$ cat config.mk
export PLATFORM = sky130hd
export DESIGN_NAME = btb_update_ctrl_flat
export DESIGN_NICKNAME = d
export VERILOG_FILES = /design/src/rtl/btb_pkg.sv /design/src/rtl/btb_update_ctrl_if.sv /design/src/rtl/btb_upd_fifo.sv /design/src/rtl/btb_update_ctrl.sv /design/src/flat_wrapper.sv
export SDC_FILE = /design/constraint.sdc
export NUM_CORES = 1
export LEC_CHECK = 0
export BUFFER_PORTS_ARGS = -buffer_cell sky130_fd_sc_hd__buf_2
export CAP_MARGIN = 20
export CORE_ASPECT_RATIO = 1.5
export CORE_MARGIN = 10
export CORE_UTILIZATION = 40
export CTS_BUF_LIST = sky130_fd_sc_hd__clkbuf_2
export CTS_CLUSTER_DIAMETER = 50
export DETAILED_ROUTE_END_ITERATION = 16
export MAX_ROUTING_LAYER = met4
export PLACE_DENSITY = 0.61
export SLEW_MARGIN = 20
export SYNTH_ARGS = -nofsm -noshare
export SYNTH_HDL_FRONTEND = slang
export SYNTH_SLANG_ARGS = --single-unit
export TNS_END_PERCENT = 50
$ cat constraint.sdc
create_clock -name clk -period 5.69 [get_ports clk]
set_input_delay 0.2845 -clock clk [delete_from_list [all_inputs] [get_ports clk]]
set_output_delay 0.2845 -clock clk [all_outputs]
set_load 0.03 [all_outputs]
$ cat src/rtl/btb_pkg.sv
// Shared types for the BTB update controller: op encodings, queued-op record, FSM states.
package btb_pkg;

  localparam int unsigned BTB_ADDR_LEN = 12;

  typedef enum logic [1:0] {
    BTB_NOP = 2'b00,
    BTB_UPD = 2'b01,
    BTB_ADD = 2'b10,
    BTB_INV = 2'b11
  } btb_op_e;

  typedef struct packed {
    btb_op_e     op;
    logic [31:0] pc;
    logic [31:0] target;
  } btb_upd_t;

  typedef enum logic {
    IDLE,
    SWEEP
  } ctrl_state_e;

endpackage

$ cat src/rtl/btb_update_ctrl_if.sv
// EX branch-resolution bundle plus BTB write port; master = EX/BTB side, slave = controller.
interface btb_update_ctrl_if;

  logic        ex_br;
  logic [31:0] ex_pc;
  logic        ex_taken;
  logic [31:0] ex_target;
  logic        ex_pred_hit;
  logic [31:0] ex_pred_target;
  logic        ex_stall;
  logic        redirect;
  logic [31:0] redirect_pc;
  logic [1:0]  web;
  logic [31:0] waddr;
  logic [31:0] wr_data;

  modport master (
    output ex_br, ex_pc, ex_taken, ex_target, ex_pred_hit, ex_pred_target,
    input  ex_stall, redirect, redirect_pc, web, waddr, wr_data
  );

  modport slave (
    input  ex_br, ex_pc, ex_taken, ex_target, ex_pred_hit, ex_pred_target,
    output ex_stall, redirect, redirect_pc, web, waddr, wr_data
  );

endinterface

$ cat src/rtl/btb_upd_fifo.sv
// Small FIFO of pending BTB ops; push and pop may coincide even when full.
module btb_upd_fifo
  import btb_pkg::*;
#(
  parameter int unsigned FIFO_DEPTH = 4
) (
  input  logic     clk,
  input  logic     rst_n,
  input  logic     push,
  input  logic     pop,
  input  logic     clear,
  input  btb_upd_t din,
  output btb_upd_t dout,
  output logic     full,
  output logic     empty
);

  localparam int unsigned PW = $clog2(FIFO_DEPTH);

  btb_upd_t        mem [FIFO_DEPTH];
  logic [PW-1:0]   wp;
  logic [PW-1:0]   rp;
  logic [PW:0]     cnt;
  logic            do_push;
  logic            do_pop;

  always_comb begin
    full    = (cnt == (PW+1)'(FIFO_DEPTH));
    empty   = (cnt == '0);
    do_pop  = pop & ~empty;
    do_push = push & (~full | do_pop);
    dout    = mem[rp];
  end

  always_ff @(posedge clk) begin
    if (do_push && !clear) mem[wp] <= din;
  end

  always_ff @(posedge clk or negedge rst_n) begin
    if (!rst_n) begin
      wp  <= '0;
      rp  <= '0;
      cnt <= '0;
    end else if (clear) begin
      wp  <= '0;
      rp  <= '0;
      cnt <= '0;
    end else begin
      if (do_push) wp <= wp + PW'(1);
      if (do_pop)  rp <= rp + PW'(1);
      case ({do_push, do_pop})
        2'b10:   cnt <= cnt + (PW+1)'(1);
        2'b01:   cnt <= cnt - (PW+1)'(1);
        default: cnt <= cnt;
      endcase
    end
  end

endmodule

$ cat src/rtl/btb_update_ctrl.sv
// BTB write sequencer: classifies EX branches, keeps a 2-bit BHT, queues ops, sweeps on flush.
// Optional BTB_CTRL_PERF_EN adds branch / redirect counters.
module btb_update_ctrl
  import btb_pkg::*;
#(
  parameter int unsigned BTB_ADDR_LEN = btb_pkg::BTB_ADDR_LEN,
  parameter int unsigned BHT_ADDR_LEN = 6,
  parameter int unsigned FIFO_DEPTH   = 4
) (
  input  logic               clk,
  input  logic               rst_n,
  input  logic               flush_req,
  output logic               sweep_busy,
`ifdef BTB_CTRL_PERF_EN
  output logic [31:0]        perf_br_cnt,
  output logic [31:0]        perf_miss_cnt,
`endif
  btb_update_ctrl_if.slave   bif
);

  localparam int unsigned BHT_SIZE = 1 << BHT_ADDR_LEN;

  ctrl_state_e             state;
  logic [1:0]              bht [BHT_SIZE];
  logic [BTB_ADDR_LEN-1:0] idx;
  logic [BHT_ADDR_LEN-1:0] bht_idx;
  logic [1:0]              cnt;
  logic [1:0]              cnt_nxt;
  logic                    push_needed;
  logic                    fifo_push;
  logic                    fifo_pop;
  logic                    fifo_full;
  logic                    fifo_empty;
  logic                    accept;
  btb_upd_t                push_op;
  btb_upd_t                head;

  always_comb begin
    bht_idx = bif.ex_pc[BHT_ADDR_LEN+1:2];
    cnt     = bht[bht_idx];
    if (bif.ex_taken) cnt_nxt = (cnt == 2'b11) ? cnt : cnt + 2'd1;
    else              cnt_nxt = (cnt == 2'b00) ? cnt : cnt - 2'd1;

    push_needed    = 1'b0;
    push_op.op     = BTB_NOP;
    push_op.pc     = bif.ex_pc;
    push_op.target = bif.ex_target;
    bif.redirect   = 1'b0;
    bif.redirect_pc = bif.ex_taken ? bif.ex_target : bif.ex_pc + 32'd4;
    if (bif.ex_br) begin
      if (bif.ex_taken) begin
        if (!bif.ex_pred_hit) begin
          push_needed  = 1'b1;
          push_op.op   = BTB_ADD;
          bif.redirect = 1'b1;
        end else if (bif.ex_target != bif.ex_pred_target) begin
          push_needed  = 1'b1;
          push_op.op   = BTB_UPD;
          bif.redirect = 1'b1;
        end
      end else if (bif.ex_pred_hit) begin
        bif.redirect = 1'b1;
        if (cnt_nxt <= 2'b01) begin
          push_needed    = 1'b1;
          push_op.op     = BTB_INV;
          push_op.target = '0;
        end
      end
    end

    // A flush discards this cycle's head and branch; the sweep owns the write port.
    fifo_pop     = (state == IDLE) & ~fifo_empty & ~flush_req;
    bif.ex_stall = fifo_full & push_needed & ~fifo_pop;
    accept       = bif.ex_br & ~bif.ex_stall & ~flush_req;
    fifo_push    = accept & push_needed;
  end

  btb_upd_fifo #(.FIFO_DEPTH(FIFO_DEPTH)) u_fifo (
    .clk   (clk),
    .rst_n (rst_n),
    .push  (fifo_push),
    .pop   (fifo_pop),
    .clear (flush_req),
    .din   (push_op),
    .dout  (head),
    .full  (fifo_full),
    .empty (fifo_empty)
  );

  // Flush issues INV for index 0 immediately, so the sweep continues from idx=1.
  always_ff @(posedge clk or negedge rst_n) begin
    if (!rst_n) begin
      state       <= IDLE;
      idx         <= '0;
      sweep_busy  <= 1'b0;
      bif.web     <= BTB_NOP;
      bif.waddr   <= '0;
      bif.wr_data <= '0;
      for (int unsigned i = 0; i < BHT_SIZE; i++) bht[i] <= 2'b01;
    end else if (flush_req) begin
      state       <= SWEEP;
      idx         <= BTB_ADDR_LEN'(1);
      sweep_busy  <= 1'b1;
      bif.web     <= BTB_INV;
      bif.waddr   <= '0;
      bif.wr_data <= '0;
      for (int unsigned i = 0; i < BHT_SIZE; i++) bht[i] <= 2'b01;
    end else begin
      if (accept) bht[bht_idx] <= cnt_nxt;
      case (state)
        IDLE: begin
          sweep_busy <= 1'b0;
          if (fifo_pop) begin
            bif.web     <= head.op;
            bif.waddr   <= head.pc;
            bif.wr_data <= head.target;
          end else begin
            bif.web     <= BTB_NOP;
          end
        end
        SWEEP: begin
          sweep_busy  <= 1'b1;
          bif.web     <= BTB_INV;
          bif.waddr   <= 32'(idx);
          bif.wr_data <= '0;
          idx         <= idx + BTB_ADDR_LEN'(1);
          if (idx == '1) state <= IDLE;
        end
        default: state <= IDLE;
      endcase
    end
  end

`ifdef BTB_CTRL_PERF_EN
  always_ff @(posedge clk or negedge rst_n) begin
    if (!rst_n) begin
      perf_br_cnt   <= '0;
      perf_miss_cnt <= '0;
    end else begin
      if (accept) perf_br_cnt <= perf_br_cnt + 32'd1;
      if (bif.redirect && !bif.ex_stall) perf_miss_cnt <= perf_miss_cnt + 32'd1;
    end
  end
`endif

endmodule
$ cat src/flat_wrapper.sv
// flat-port wrapper written by rule: the top's interface ports become plain ports
module btb_update_ctrl_flat import btb_pkg::*;
#(
  parameter int unsigned BTB_ADDR_LEN = btb_pkg::BTB_ADDR_LEN,
  parameter int unsigned BHT_ADDR_LEN = 6,
  parameter int unsigned FIFO_DEPTH   = 4
)
  (clk, rst_n, flush_req, sweep_busy, bif_ex_br, bif_ex_pc, bif_ex_taken, bif_ex_target, bif_ex_pred_hit, bif_ex_pred_target, bif_ex_stall, bif_redirect, bif_redirect_pc, bif_web, bif_waddr, bif_wr_data);
  btb_update_ctrl_if bif_i ();
  input  logic clk;
  input  logic rst_n;
  input  logic flush_req;
  output logic sweep_busy;
  input wire logic [$bits(bif_i.ex_br)-1:0] bif_ex_br;
  input wire logic [$bits(bif_i.ex_pc)-1:0] bif_ex_pc;
  input wire logic [$bits(bif_i.ex_taken)-1:0] bif_ex_taken;
  input wire logic [$bits(bif_i.ex_target)-1:0] bif_ex_target;
  input wire logic [$bits(bif_i.ex_pred_hit)-1:0] bif_ex_pred_hit;
  input wire logic [$bits(bif_i.ex_pred_target)-1:0] bif_ex_pred_target;
  output wire logic [$bits(bif_i.ex_stall)-1:0] bif_ex_stall;
  output wire logic [$bits(bif_i.redirect)-1:0] bif_redirect;
  output wire logic [$bits(bif_i.redirect_pc)-1:0] bif_redirect_pc;
  output wire logic [$bits(bif_i.web)-1:0] bif_web;
  output wire logic [$bits(bif_i.waddr)-1:0] bif_waddr;
  output wire logic [$bits(bif_i.wr_data)-1:0] bif_wr_data;
  assign bif_i.ex_br = bif_ex_br;
  assign bif_i.ex_pc = bif_ex_pc;
  assign bif_i.ex_taken = bif_ex_taken;
  assign bif_i.ex_target = bif_ex_target;
  assign bif_i.ex_pred_hit = bif_ex_pred_hit;
  assign bif_i.ex_pred_target = bif_ex_pred_target;
  assign bif_ex_stall = bif_i.ex_stall;
  assign bif_redirect = bif_i.redirect;
  assign bif_redirect_pc = bif_i.redirect_pc;
  assign bif_web = bif_i.web;
  assign bif_waddr = bif_i.waddr;
  assign bif_wr_data = bif_i.wr_data;
  btb_update_ctrl #(.BTB_ADDR_LEN(BTB_ADDR_LEN), .BHT_ADDR_LEN(BHT_ADDR_LEN), .FIFO_DEPTH(FIFO_DEPTH)) u_core (.clk(clk), .rst_n(rst_n), .flush_req(flush_req), .sweep_busy(sweep_busy), .bif(bif_i));
endmodule
==> flow_summary.html, run 1 <==
<table>
<tr><th>Metric</th><th>Value</th></tr>
<tr><th colspan="2">Yosys</th></tr>
<tr><td>Number of synthesized flops with an enable pin</td><td>264</td></tr>
<tr><td>Post-synthesis instance area</td><td>0.0222 sq mm</td></tr>
<tr><td>Count of cell types in the netlist</td><td>66</td></tr>
<tr><td>Instance count of the mapped netlist</td><td>1659</td></tr>
<tr><td>Flops &amp; latches, synth</td><td>479</td></tr>
<tr><td>Ys Warns</td><td>0</td></tr>
<tr><td>Most frequently used flop master after synthesis</td><td>edfxtp_1</td></tr>
<tr><td>Portion of the post-synthesis area used by sequential elements</td><td>roughly 60%</td></tr>
<tr><td>Share of flip-flops with an asynchronous set or reset after synthesis</td><td>44.9%</td></tr>
<tr><td>Total nets after synthesis</td><td>1768</td></tr>
<tr><td>Synth Area per Inst</td><td>13.4 sq um</td></tr>
<tr><th colspan="2">Clock network</th></tr>
<tr><td>Maximum buffer depth of the clock tree</td><td>3</td></tr>
<tr><td>Num CTS Buffers</td><td>107</td></tr>
<tr><td>CTS clock-pin slew for the worst setup and hold paths</td><td>0.12 ns</td></tr>
<tr><td>Number of clock sinks seen by CTS</td><td>479</td></tr>
<tr><td>CTS tree</td><td>yes</td></tr>
<tr><td>Worst-Skew Late Latency</td><td>between 1 and 1.5 ns</td></tr>
<tr><td>Level count of the clock H-tree</td><td>3</td></tr>
<tr><td>Master cell of the clock root buffer</td><td>clkbuf_2</td></tr>
<tr><th colspan="2">Drt</th></tr>
<tr><td>Vias per Instance</td><td>between 5 and 6</td></tr>
<tr><td>Final Routed Wirelength</td><td>63.1 mm</td></tr>
<tr><td>Initial drt markers</td><td>1059</td></tr>
<tr><td>Count of TritonRoute iterations in the first routing pass</td><td>5</td></tr>
<tr><td>Mean routed wirelength per cell</td><td>22.8 um</td></tr>
<tr><td>Routed vias</td><td>14944</td></tr>
<tr><td>Antenna viol nets, final</td><td>0</td></tr>
<tr><td>Drc violations</td><td>0</td></tr>
<tr><th colspan="2">STA</th></tr>
<tr><td>Worst hold-check slack</td><td>about 0.023 ns</td></tr>
<tr><td>Count of final setup violators</td><td>0</td></tr>
<tr><td>Period minus WS final</td><td>4.85 ns</td></tr>
<tr><td>Hold Fails Final Rpt</td><td>0</td></tr>
<tr><td>Slew at the pin closest to its max-slew limit</td><td>0.999 ns</td></tr>
<tr><td>Largest clock skew in the final design</td><td>slightly above 0.09 ns</td></tr>
<tr><td>Highest clock frequency the design can meet</td><td>0.206 GHz</td></tr>
<tr><td>Count of pins over their slew limit</td><td>0</td></tr>
<tr><td>Unrepaired setup endpoints after global routing</td><td>false</td></tr>
<tr><td>Total Neg Setup Slack</td><td>0 ns</td></tr>
<tr><td>Worst rel slew slack</td><td>approximately 33%</td></tr>
<tr><td>Share of the cycle needed by the critical path after routing</td><td>85.3%</td></tr>
<tr><th colspan="2">Global route</th></tr>
<tr><td>GR Layer Usage met2</td><td>roughly a third</td></tr>
<tr><td>Final global-route overflow total</td><td>0</td></tr>
<tr><td>GRT met3 Usage</td><td>under 10%</td></tr>
<tr><td>GR Util All Layers</td><td>19.9%</td></tr>
<tr><td>Wire length of the first global-routing pass</td><td>96.8 mm</td></tr>
<tr><td>Gr busiest metal</td><td>met2</td></tr>
<tr><td>GRT met1 Usage</td><td>23.0%</td></tr>
<tr><td>Largest net degree at the start of global routing</td><td>167</td></tr>
<tr><td>Antenna violations before repair</td><td>2</td></tr>
<tr><td>Number of global-route vias before repair</td><td>15920</td></tr>
<tr><th colspan="2">Critical path</th></tr>
<tr><td>Worst endpoint required time</td><td>5.41 ns</td></tr>
<tr><td>Worst Path Buf+Inv</td><td>6</td></tr>
<tr><td>Sort of element at the start of the critical path</td><td>input port</td></tr>
<tr><td>Kind of cell adding the most delay to the critical path</td><td>buffers and inverters</td></tr>
<tr><td>Worst path max stage delay</td><td>0.61 ns</td></tr>
<tr><td>Series of cell instances along the critical path</td><td>dlygate4sd3_1, buf_2, buf_4, mux2_2, a22oi_1, a21oi_1, or4_4, nor4_4, o211ai_4, buf_4, a21oi_4, buf_12, buf_2</td></tr>
<tr><td>Worst setup path class</td><td>in2out</td></tr>
<tr><td>Arrival time worst endpoint</td><td>4.57 ns</td></tr>
<tr><td>Library cell contributing the largest single delay on the critical path</td><td>buf_2</td></tr>
<tr><td>Crit-path max FO</td><td>65</td></tr>
<tr><td>Crit path capture type</td><td>output pin</td></tr>
<tr><th colspan="2">Cells and area</th></tr>
<tr><td>Post-layout instance count excluding filler cells</td><td>2772</td></tr>
<tr><td>Layout net count</td><td>approximately 2100</td></tr>
<tr><td>Fraction of layout instances using a drive strength above 1</td><td>30.5%</td></tr>
<tr><td>Area grow syn2layout</td><td>16.7%</td></tr>
<tr><td>Most frequent cells in the layout</td><td>edfxtp_1 (264), buf_2 (199), nand2_1 (198), clkbuf_2 (168), dfrtp_1 (149)</td></tr>
<tr><td>Most common cell after layout, fill and taps aside</td><td>edfxtp_1</td></tr>
<tr><td>Number of filler instances in the final layout</td><td>about 4900</td></tr>
<tr><th colspan="2">Die</th></tr>
<tr><td>Die Ht</td><td>308 um</td></tr>
<tr><td>Total die area</td><td>around 0.065 sq mm</td></tr>
<tr><td>Core Area</td><td>roughly 0.055 sq mm</td></tr>
<tr><td>Rows</td><td>105</td></tr>
<tr><td>Number of placed I/O pins</td><td>203</td></tr>
<tr><td>Starting density of the core</td><td>40.5%</td></tr>
<tr><td>Chip Width</td><td>212 um</td></tr>
<tr><th colspan="2">Placed design</th></tr>
<tr><td>Placed insts</td><td>between 2000 and 2500</td></tr>
<tr><td>HPWL reported at the end of detailed placement</td><td>40.2 mm</td></tr>
<tr><td>Placer congestion estimate</td><td>around 0.95</td></tr>
<tr><td>Port Buf Inserts</td><td>202</td></tr>
<tr><th colspan="2">Worst hold path</th></tr>
<tr><td>Class of the most critical hold timing path</td><td>in2reg</td></tr>
<tr><th colspan="2">Pwr</th></tr>
<tr><td>Maximum ir drop on the vdd rail</td><td>0.128 mV</td></tr>
<tr><td>Leakage</td><td>10.2 nW</td></tr>
<tr><td>Pwr Density</td><td>258 mW/mm^2</td></tr>
<tr><th colspan="2">Flow run</th></tr>
<tr><td>Number of max-cap violations</td><td>0</td></tr>
<tr><th colspan="2">Status</th></tr>
<tr><td>Outcome</td><td>finished clean</td></tr>
</table>
[routing by layer]
layer,vias to the layer above,routed length (um)
met2,558,32300
met4,0,1940
met1,7535,24800
li1,6741,-
met5,-,0
met3,110,4040
[Yosys cell counts, drive strengths merged, types with 5 or more instances]
master / instances / area share [%]
edfxtp: 264 / 36
nand2: 198 / 3.4
dfrtp: 151 / 17
mux2i: 145 / 6.5
nor2: 105 / 1.8
a21oi: 94 / 2.2
mux4: 78 / 7.9
clkbuf: 68 / 1.2
nand2b: 68 / 1.9
dfstp: 64 / 7.6
xor2: 50 / 2.0
or3: 44 / 1.8
buf: 43 / 1.3
and2: 39 / 1.1
o21ai: 36 / 0.81
nor3: 32 / 1.3
nand3: 27 / 0.61
xnor2: 22 / 0.87
mux2: 15 / 0.76
and3: 13 / 0.37
nand4: 10 / 0.28
nor4: 9 / 0.39
nor2b: 8 / 0.23
ha: 6 / 0.34
inv: 6 / 0.10
a211oi: 5 / 0.23
a22oi: 5 / 0.17
[state kept, by name, indices dropped and copies added (netlist names)]
register / flops
u_core.bht: 128
u_core.bif.waddr: 32
u_core.bif.web: 2
u_core.bif.wr_data: 32
u_core.u_fifo.cnt: 3
u_core.u_fifo.mem: 264
u_core.u_fifo.rp: 2
u_core.state: 1
u_core.idx: 12
u_core.sweep_busy: 1
u_core.u_fifo.wp: 2
[metrics by stage]
step                area, sq um  setup slack, ns  utilization, %  power [mW]
floorplan                 22200             1.17               -        4.18
global placement          23800             1.15            43.4        4.45
detailed placement        23800             1.04            43.4        4.46
CTS                       25800            0.834            47.2        6.75
global route              25900            0.642            47.2        6.96
finish                    25900            0.838            47.2        6.66
[power by group]
| part | switching [mW] | leakage [nW] | internal, mW | total (mW) |
|---|---|---|---|---|
| clock | 1.41 | 0.783 | 0.811 | 2.22 |
| sequential | 0.0215 | 5.14 | 3.73 | 3.75 |
| combinational | 0.468 | 4.29 | 0.224 | 0.693 |
| total | 1.90 | 10.2 | 4.76 | 6.66 |
[final timing paths]
path	startpoint	to	slack [ns]	cells past startpoint
setup / recovery	bif_ex_pc[3]	bif_ex_stall	0.84	13
hold reg to reg	u_core.bht[124]	u_core.bht[124]	0.52	2
hold / removal	bif_ex_taken	u_core.u_fifo.mem[2][65]	0.02	4
min in group asynchronous	rst_n	u_core.bif.waddr[17]	0.21	4
max in group asynchronous	rst_n	u_core.u_fifo.rp[0]	4.40	4
setup reg to reg	u_core.bht[89]	u_core.u_fifo.cnt[2]	1.35	14
[logic make-up after synthesis]
family	after synthesis	synth area share, %
AO/OA/AOI/OAI	174	4.70
XOR/XNOR	72	2.85
adder cells (fa/ha/maj)	8	0.474
buffers and inverters	117	2.56
flip-flops	479	60.4
multiplexers	238	15.3
AND/OR/NAND/NOR	571	13.8
[worst min-delay path: cells and delay by family]
| family | cells | cell delay (ns) |
|---|---|---|
| AO/OA/AOI/OAI | 1 | 0.21 |
| buffers and inverters | 2 | 0.43 |
| AND/OR/NAND/NOR | 1 | 0.06 |
[what timing repair did]
item	4_1_cts	5_1_grt
hold buffers	103	0
gates resized for setup	0	0
setup buffers	0	0
endpoints found under the hold margin	561	0
[area by class of cell]
type / count / area, sq um / area share, %
Antenna cell: 2 / 5.00 / 0.0194
Clock buffer: 168 / 841 / 3.25
Clock inverter: 32 / 175 / 0.677
Inverter: 6 / 22.5 / 0.0871
Multi-Input combinational cell: 1063 / 8240 / 31.9
Sequential cell: 479 / 13400 / 51.8
Tap cell: 695 / 870 / 3.36
Timing Repair Buffer: 327 / 2310 / 8.95
(Power assumes the default switching activity.)
==> inputs of run 2 (changes only) <==
Settings changed: CORE_UTILIZATION 40 to 45, PLACE_DENSITY 0.61 to 0.67.
==> flow_summary.html, run 2 (same netlist as run 1, synthesis figures left out) <==
<table>
<tr><th>Metric</th><th>Value</th></tr>
<tr><th colspan="2">Status</th></tr>
<tr><td>Outcome</td><td>finished clean (unchanged)</td></tr>
<tr><th colspan="2">STA</th></tr>
<tr><td>Worst rel slew slack</td><td>30.3% (was 33.4%)</td></tr>
<tr><td>Period minus WS final</td><td>4.72 ns (was 4.85 ns)</td></tr>
<tr><td>Count of pins over their slew limit</td><td>0 (unchanged)</td></tr>
<tr><td>Setup slack after layout</td><td>0.967 ns (was 0.838 ns)</td></tr>
<tr><td>Hold Fails Final Rpt</td><td>0 (unchanged)</td></tr>
<tr><td>Total Neg Setup Slack</td><td>0 ns (unchanged)</td></tr>
<tr><td>Largest clock skew in the final design</td><td>0.109 ns (was 0.0926 ns)</td></tr>
<tr><td>Highest clock frequency the design can meet</td><td>0.212 GHz (was 0.206 GHz)</td></tr>
<tr><td>Count of final setup violators</td><td>0 (unchanged)</td></tr>
<tr><td>Share of the cycle needed by the critical path after routing</td><td>83.0% (was 85.3%)</td></tr>
<tr><td>Slew at the pin closest to its max-slew limit</td><td>1.04 ns (was 0.999 ns)</td></tr>
<tr><td>Unrepaired setup endpoints after global routing</td><td>false (unchanged)</td></tr>
<tr><th colspan="2">Drt</th></tr>
<tr><td>Mean routed wirelength per cell</td><td>22.5 um (was 22.8 um)</td></tr>
<tr><td>Final Routed Wirelength</td><td>61.5 mm (was 63.1 mm)</td></tr>
<tr><td>Count of TritonRoute iterations in the first routing pass</td><td>5 (unchanged)</td></tr>
<tr><td>Drc violations</td><td>0 (unchanged)</td></tr>
<tr><td>Vias per Instance</td><td>5.54 (was 5.39)</td></tr>
<tr><td>Routed vias</td><td>15149 (was 14944)</td></tr>
<tr><td>Antenna viol nets, final</td><td>0 (unchanged)</td></tr>
<tr><td>Initial drt markers</td><td>1098 (was 1059)</td></tr>
<tr><th colspan="2">Clock network</th></tr>
<tr><td>Master cell of the clock root buffer</td><td>clkbuf_2 (unchanged)</td></tr>
<tr><td>Hold bufs inserted after CTS</td><td>96 (was 103)</td></tr>
<tr><td>Num CTS Buffers</td><td>109 (was 107)</td></tr>
<tr><td>Level count of the clock H-tree</td><td>3 (unchanged)</td></tr>
<tr><td>CTS tree</td><td>yes (unchanged)</td></tr>
<tr><td>Post-CTS Setup Inserts</td><td>0 (unchanged)</td></tr>
<tr><td>Post-cts resize count</td><td>0 (unchanged)</td></tr>
<tr><td>CTS clock-pin slew for the worst setup and hold paths</td><td>0.11 ns (was 0.12 ns)</td></tr>
<tr><td>Number of clock sinks seen by CTS</td><td>479 (unchanged)</td></tr>
<tr><td>Worst-Skew Late Latency</td><td>1.16 ns (was 1.18 ns)</td></tr>
<tr><td>Maximum buffer depth of the clock tree</td><td>3 (unchanged)</td></tr>
<tr><th colspan="2">Critical path</th></tr>
<tr><td>Crit-path max FO</td><td>35 (was 65)</td></tr>
<tr><td>Arrival time worst endpoint</td><td>4.44 ns (was 4.57 ns)</td></tr>
<tr><td>Worst endpoint required time</td><td>5.41 ns (about the same)</td></tr>
<tr><td>Worst setup path class</td><td>reg2out (was in2out)</td></tr>
<tr><td>Sort of element at the start of the critical path</td><td>flip-flop (was input port)</td></tr>
<tr><td>Crit path capture type</td><td>output pin (unchanged)</td></tr>
<tr><th colspan="2">Die</th></tr>
<tr><td>Die Ht</td><td>292 um (was 308 um)</td></tr>
<tr><td>Total die area</td><td>0.0587 sq mm (was 0.0654 sq mm)</td></tr>
<tr><td>Chip Width</td><td>201 um (was 212 um)</td></tr>
<tr><td>Number of placed I/O pins</td><td>203 (unchanged)</td></tr>
<tr><td>Rows</td><td>99 (was 105)</td></tr>
<tr><td>Starting density of the core</td><td>45.5% (was 40.5%)</td></tr>
<tr><td>Core Area</td><td>0.0487 sq mm (was 0.0548 sq mm)</td></tr>
<tr><th colspan="2">Placed design</th></tr>
<tr><td>Placer congestion estimate</td><td>0.962 (was 0.955)</td></tr>
<tr><td>Port Buf Inserts</td><td>202 (unchanged)</td></tr>
<tr><td>HPWL reported at the end of detailed placement</td><td>39.0 mm (was 40.2 mm)</td></tr>
<tr><td>Minimum setup slack after placement</td><td>0.897 ns (was 1.04 ns)</td></tr>
<tr><th colspan="2">Global route</th></tr>
<tr><td>GR Util All Layers</td><td>21.5% (was 19.9%)</td></tr>
<tr><td>Final global-route overflow total</td><td>0 (unchanged)</td></tr>
<tr><td>Wire length of the first global-routing pass</td><td>95.7 mm (was 96.8 mm)</td></tr>
<tr><td>Largest net degree at the start of global routing</td><td>133 (was 167)</td></tr>
<tr><td>Number of global-route vias before repair</td><td>16024 (was 15920)</td></tr>
<tr><td>Antenna violations before repair</td><td>2 (unchanged)</td></tr>
<tr><th colspan="2">Pwr</th></tr>
<tr><td>Pwr Density</td><td>256 mW/mm^2 (was 258 mW/mm^2)</td></tr>
<tr><td>Combinational share of power</td><td>10.5% (was 10.4%)</td></tr>
<tr><td>Tot Pwr</td><td>6.60 mW (was 6.66 mW)</td></tr>
<tr><td>Internal power contribution</td><td>4.72 mW (was 4.76 mW)</td></tr>
<tr><td>Fraction of power spent switching nets</td><td>28.5% (about the same)</td></tr>
<tr><td>Maximum ir drop on the vdd rail</td><td>0.119 mV (was 0.128 mV)</td></tr>
<tr><td>Leakage</td><td>10.2 nW (about the same)</td></tr>
<tr><td>Clk network pwr share</td><td>32.8% (was 33.3%)</td></tr>
<tr><td>Sequential fraction of design power</td><td>56.8% (was 56.3%)</td></tr>
<tr><td>P_sw</td><td>1.89 mW (was 1.90 mW)</td></tr>
<tr><th colspan="2">Cells and area</th></tr>
<tr><td>Most common cell after layout, fill and taps aside</td><td>edfxtp_1 (unchanged)</td></tr>
<tr><td>Layout net count</td><td>2090 (was 2093)</td></tr>
<tr><td>Most frequent cells in the layout</td><td>edfxtp_1 (264), buf_2 (200), nand2_1 (198), clkbuf_2 (154), dfrtp_1 (149) (was edfxtp_1 (264), buf_2 (199), nand2_1 (198), clkbuf_2 (168), dfrtp_1 (149))</td></tr>
<tr><td>Fraction of layout instances using a drive strength above 1</td><td>30.1% (was 30.5%)</td></tr>
<tr><td>Final Core Density</td><td>52.9% (was 47.2%)</td></tr>
<tr><td>Number of filler instances in the final layout</td><td>4146 (was 4896)</td></tr>
<tr><td>Area grow syn2layout</td><td>16.3% (was 16.7%)</td></tr>
<tr><td>Flip-flop count of the largest register, all copies and words added</td><td>264 (unchanged)</td></tr>
<tr><td>Largest registers</td><td>u_core.u_fifo.mem: 264 flops, u_core.bht: 128 flops (unchanged)</td></tr>
<tr><td>Top reg by flops</td><td>u_core.u_fifo.mem (unchanged)</td></tr>
<tr><th colspan="2">Worst hold path</th></tr>
<tr><td>Class of the most critical hold timing path</td><td>in2reg (unchanged)</td></tr>
<tr><th colspan="2">Flow run</th></tr>
<tr><td>Number of max-cap violations</td><td>0 (unchanged)</td></tr>
</table>
run 2: cell count changes in the layout (fill, tap and decap cells not counted), moves of 4 or more:
cell           delta
and2_4            -4
clkbuf_2         -14
and2_2            +4
dlygate4sd3_1     -7
clkinv_1         +16
clkinv_2          +4
run 2: final cells by class:
cell class	count	area, sq um	share of cell area, %
Sequential cell	479	13400	52.0
Clock inverter	52	246	0.956
Tap cell	656	821	3.19
Antenna cell	3	7.51	0.0291
Inverter	6	22.5	0.0874
Timing Repair Buffer	322	2280	8.85
Clock buffer	154	771	2.99
Multi-Input combinational cell	1063	8230	31.9
run 2: metrics by stage:
step,hold slack (ns),std cells,instance area [sq um]
after global placement,0.391,2430,23800
after floorplan,-0.0111,1659,22200
after CTS,0.00527,2732,25800
after global routing,0.0632,2734,25800
after detailed placement,0.397,2430,23800
final,0.117,2735,25800
run 2: power groups by stage:
| stage | clock network, mW | registers, mW | logic, mW |
|---|---|---|---|
| global route | 2.43 | 3.76 | 0.741 |
| detailed placement | 0 | 3.82 | 0.635 |
| finish | 2.17 | 3.75 | 0.690 |
| CTS | 2.25 | 3.75 | 0.692 |
| floorplan | 0 | 3.82 | 0.360 |
| global placement | 0 | 3.82 | 0.629 |
run 2: metal layers:
| metal | part of all wire (%) | global-route usage (%) |
|---|---|---|
| met1 | 39 | 25.1 |
| met2 | 50 | 35.4 |
| met3 | 7.1 | 4.08 |
| met4 | 4.2 | 10.3 |
| met5 | 0 | - |
run 2: worst paths after layout:
check / start / endpoint / slack [ns] / cells after the start
min: bif_ex_taken / u_core.u_fifo.mem[2][64] / 0.12 / 5
min reg2reg: u_core.bht[102] / u_core.bht[102] / 0.52 / 2
max in group asynchronous: rst_n / u_core.bht[103] / 4.63 / 4
min in group asynchronous: rst_n / u_core.bif.waddr[17] / 0.29 / 4
max: u_core.bht[81] / bif_ex_stall / 0.97 / 8
max reg2reg: u_core.bht[81] / u_core.u_fifo.cnt[2] / 1.38 / 12
run 2: worst max-delay path, cell delays in order, from the launching register on:
cell      delay [ns]
dfrtp_1         0.43
mux4_1          0.50
nand2_1         0.09
a21oi_1         0.10
or4_4           0.58
nor4_4          0.43
o211ai_4        0.42
a21oi_4         0.51
buf_2           0.29
==> inputs of run 3 (changes only) <==
Clock period 5.69 ns to 4.4 ns, I/O delays scaled along.
==> flow_summary.html, run 3 (same netlist as run 1, synthesis figures left out) <==
<table>
<tr><th>Metric</th><th>Value</th></tr>
<tr><th colspan="2">Clock network</th></tr>
<tr><td>CTS clock-pin slew for the worst setup and hold paths</td><td>0.10 ns (was 0.11 ns)</td></tr>
<tr><td>Master cell of the clock root buffer</td><td>clkbuf_2 (unchanged)</td></tr>
<tr><td>Worst-Skew Late Latency</td><td>1.20 ns (was 1.16 ns)</td></tr>
<tr><td>Maximum buffer depth of the clock tree</td><td>3 (unchanged)</td></tr>
<tr><td>Number of clock sinks seen by CTS</td><td>479 (unchanged)</td></tr>
<tr><td>Level count of the clock H-tree</td><td>3 (unchanged)</td></tr>
<tr><td>CTS tree</td><td>yes (unchanged)</td></tr>
<tr><td>Num CTS Buffers</td><td>110 (was 109)</td></tr>
<tr><th colspan="2">Drt</th></tr>
<tr><td>Drc violations</td><td>0 (unchanged)</td></tr>
<tr><td>Mean routed wirelength per cell</td><td>23.0 um (was 22.5 um)</td></tr>
<tr><td>Initial drt markers</td><td>840 (was 1098)</td></tr>
<tr><td>Final Routed Wirelength</td><td>64.0 mm (was 61.5 mm)</td></tr>
<tr><td>Vias per Instance</td><td>5.50 (was 5.54)</td></tr>
<tr><td>Antenna viol nets, final</td><td>0 (unchanged)</td></tr>
<tr><td>Count of TritonRoute iterations in the first routing pass</td><td>5 (unchanged)</td></tr>
<tr><td>Routed vias</td><td>15296 (was 15149)</td></tr>
<tr><th colspan="2">Critical path</th></tr>
<tr><td>Worst path max stage delay</td><td>0.57 ns (was 0.58 ns)</td></tr>
<tr><td>Crit-path max FO</td><td>29 (was 35)</td></tr>
<tr><td>Library cell contributing the largest single delay on the critical path</td><td>or4_4 (unchanged)</td></tr>
<tr><td>Kind of cell adding the most delay to the critical path</td><td>simple AND/OR/NAND/NOR gates (unchanged)</td></tr>
<tr><td>Capturing point of the worst reg2reg path</td><td>u_core.u_fifo.mem[2][20] (was u_core.u_fifo.cnt[2])</td></tr>
<tr><td>Worst Path Buf+Inv</td><td>3 (was 1)</td></tr>
<tr><td>Origin of the critical flop-to-flop path</td><td>u_core.bht[93] (was u_core.bht[81])</td></tr>
<tr><td>Reg-to-reg setup timing slack</td><td>0.41 ns (was 1.38 ns)</td></tr>
<tr><td>Register-to-Register Path Depth</td><td>10 (was 12)</td></tr>
<tr><td>Series of cell instances along the critical path</td><td>mux4_1, nand2_1, a21oi_1, or4_4, nor4_4, o211ai_4, buf_4, a21oi_4, buf_12, buf_2 (was mux4_1, nand2_1, a21oi_1, or4_4, nor4_4, o211ai_4, a21oi_4, buf_2)</td></tr>
<tr><td>Worst endpoint required time</td><td>4.18 ns (was 5.41 ns)</td></tr>
<tr><td>Sort of element at the start of the critical path</td><td>flip-flop (unchanged)</td></tr>
<tr><td>Worst setup path class</td><td>reg2out (unchanged)</td></tr>
<tr><td>Arrival time worst endpoint</td><td>4.00 ns (was 4.44 ns)</td></tr>
<tr><td>Crit path capture type</td><td>output pin (unchanged)</td></tr>
<tr><th colspan="2">Placed design</th></tr>
<tr><td>Placer congestion estimate</td><td>0.958 (was 0.962)</td></tr>
<tr><td>Port Buf Inserts</td><td>202 (unchanged)</td></tr>
<tr><td>HPWL reported at the end of detailed placement</td><td>41.1 mm (was 39.0 mm)</td></tr>
<tr><td>Placed insts</td><td>2446 (was 2430)</td></tr>
<tr><th colspan="2">STA</th></tr>
<tr><td>Largest clock skew in the final design</td><td>0.133 ns (was 0.109 ns)</td></tr>
<tr><td>Unrepaired setup endpoints after global routing</td><td>false (unchanged)</td></tr>
<tr><td>Highest clock frequency the design can meet</td><td>approximately 0.24 GHz</td></tr>
<tr><td>Count of pins over their slew limit</td><td>0 (unchanged)</td></tr>
<tr><td>Worst rel slew slack</td><td>33.2% (was 30.3%)</td></tr>
<tr><td>Period minus WS final</td><td>4.22 ns</td></tr>
<tr><td>Hold Fails Final Rpt</td><td>0 (unchanged)</td></tr>
<tr><td>Share of the cycle needed by the critical path after routing</td><td>95.8%</td></tr>
<tr><td>Slew at the pin closest to its max-slew limit</td><td>1.00 ns (was 1.04 ns)</td></tr>
<tr><td>Total Neg Setup Slack</td><td>0 ns (unchanged)</td></tr>
<tr><td>Count of final setup violators</td><td>0 (unchanged)</td></tr>
<tr><th colspan="2">Die</th></tr>
<tr><td>Core Area</td><td>0.0487 sq mm (unchanged)</td></tr>
<tr><td>Rows</td><td>99 (unchanged)</td></tr>
<tr><td>Starting density of the core</td><td>45.5% (unchanged)</td></tr>
<tr><td>Die Ht</td><td>292 um (unchanged)</td></tr>
<tr><td>Chip Width</td><td>201 um (unchanged)</td></tr>
<tr><td>Total die area</td><td>0.0587 sq mm (unchanged)</td></tr>
<tr><td>Number of placed I/O pins</td><td>203 (unchanged)</td></tr>
<tr><th colspan="2">Worst hold path</th></tr>
<tr><td>Worst Min Path Start</td><td>bif_ex_target[5] (was bif_ex_taken)</td></tr>
<tr><td>Sink of the worst hold path</td><td>u_core.u_fifo.mem[1][5] (was u_core.u_fifo.mem[2][64])</td></tr>
<tr><td>Class of the most critical hold timing path</td><td>in2reg (unchanged)</td></tr>
<tr><td>Hold-critical path depth</td><td>3 (was 5)</td></tr>
<tr><th colspan="2">Cells and area</th></tr>
<tr><td>Layout net count</td><td>2138 (was 2090)</td></tr>
<tr><td>Fraction of layout instances using a drive strength above 1</td><td>31.1% (was 30.1%)</td></tr>
<tr><td>Area of the multi-input gates</td><td>0.00823 sq mm (about the same)</td></tr>
<tr><td>Top reg by flops</td><td>u_core.u_fifo.mem (unchanged)</td></tr>
<tr><td>Number of filler instances in the final layout</td><td>4177 (was 4146)</td></tr>
<tr><td>Most frequent cells in the layout</td><td>edfxtp_1 (264), buf_2 (200), nand2_1 (198), clkbuf_2 (179), dfrtp_1 (149) (was edfxtp_1 (264), buf_2 (200), nand2_1 (198), clkbuf_2 (154), dfrtp_1 (149))</td></tr>
<tr><td>Post-layout instance count excluding filler cells</td><td>2781 (was 2735)</td></tr>
<tr><td>Most common cell after layout, fill and taps aside</td><td>edfxtp_1 (unchanged)</td></tr>
<tr><td>Flip-flop count of the largest register, all copies and words added</td><td>264 (unchanged)</td></tr>
<tr><td>Largest registers</td><td>u_core.u_fifo.mem: 264 flops, u_core.bht: 128 flops (unchanged)</td></tr>
<tr><td>Area grow syn2layout</td><td>18.8% (was 16.3%)</td></tr>
<tr><td>Footprint of the flip-flops and latches</td><td>0.0134 sq mm (unchanged)</td></tr>
<tr><th colspan="2">Pwr</th></tr>
<tr><td>Leakage</td><td>10.5 nW (was 10.2 nW)</td></tr>
<tr><td>Pwr Density</td><td>333 mW/mm^2 (was 256 mW/mm^2)</td></tr>
<tr><td>Maximum ir drop on the vdd rail</td><td>0.174 mV (was 0.119 mV)</td></tr>
<tr><th colspan="2">Global route</th></tr>
<tr><td>Number of global-route vias before repair</td><td>16082 (was 16024)</td></tr>
<tr><td>Wire length of the first global-routing pass</td><td>98.1 mm (was 95.7 mm)</td></tr>
<tr><td>Largest net degree at the start of global routing</td><td>68 (was 133)</td></tr>
<tr><td>Antenna violations before repair</td><td>1 (was 2)</td></tr>
<tr><td>Final global-route overflow total</td><td>0 (unchanged)</td></tr>
<tr><td>GR Util All Layers</td><td>22.2% (was 21.5%)</td></tr>
<tr><th colspan="2">Status</th></tr>
<tr><td>Outcome</td><td>finished clean (unchanged)</td></tr>
<tr><th colspan="2">Flow run</th></tr>
<tr><td>Number of max-cap violations</td><td>0 (unchanged)</td></tr>
</table>
## run 3: how the worst max path moves through the flow
| stage | start | to | cells after the start |
|---|---|---|---|
| floorplan | u_core.bht[89] | u_core.u_fifo.mem[2][0] | 8 |
| global placement | bif_ex_pc[4] | u_core.u_fifo.cnt[2] | 13 |
| detailed placement | bif_ex_pc[4] | u_core.u_fifo.cnt[2] | 13 |
| CTS | u_core.bht[93] | bif_ex_stall | 10 |
| global route | u_core.bht[93] | bif_ex_stall | 10 |
| finish | u_core.bht[93] | bif_ex_stall | 10 |
## run 3: stage by stage
| step | setup WS (ns) | power (mW) | utilization, % | hold slack (ns) | instance area (sq um) |
|---|---|---|---|---|---|
| after global placement | 0.525 | 5.76 | 49.2 | 0.397 | 23900 |
| after detailed placement | 0.448 | 5.78 | 49.2 | 0.384 | 23900 |
| after CTS | 0.0299 | 8.85 | 54.1 | 0.00347 | 26300 |
| final | 0.184 | 8.76 | 54.1 | 0.102 | 26300 |
| after floorplan | -0.0600 | 5.41 | - | -0.0756 | 22200 |
| after global routing | 0.00386 | 9.14 | 54.1 | 0.0460 | 26300 |
## run 3: tightest hold or removal path, stage by stage
cell           delay, ns
dlygate4sd3_1       0.55
buf_2               0.16
and2_1              0.19
## run 3: layer usage
metal,routed length [um],global-route usage (%),up-vias
met5,0,-,-
met4,2280,9.83,0
met3,3720,3.98,142
met2,33000,37.5,589
met1,24900,25.5,7733
li1,-,-,6832
## run 3: repair_timing
item,4_1_cts,5_1_grt
hold buffers,123,0
endpoints found under the setup margin,1,0
endpoints found under the hold margin,582,0
setup buffers,2,0
gates resized for setup,0,0
## run 3: area by class of cell
cell class | count | area share, %
clock buffer | 179 | 3.40
antenna | 1 | 0.00950
timing repair buffer | 369 | 10.6
inverter | 6 | 0.0855
multi-input combinational | 1063 | 31.3
clock inverter | 28 | 0.679
sequential | 479 | 50.9
tap | 656 | 3.12
## run 3: power by group
group | switching, mW | total (mW) | internal, mW | leakage, nW
registers | 0.0273 | 4.85 | 4.82 | 5.14
clock network | 1.81 | 2.97 | 1.16 | 0.824
logic | 0.623 | 0.941 | 0.318 | 4.52
total | 2.46 | 8.76 | 6.30 | 10.5
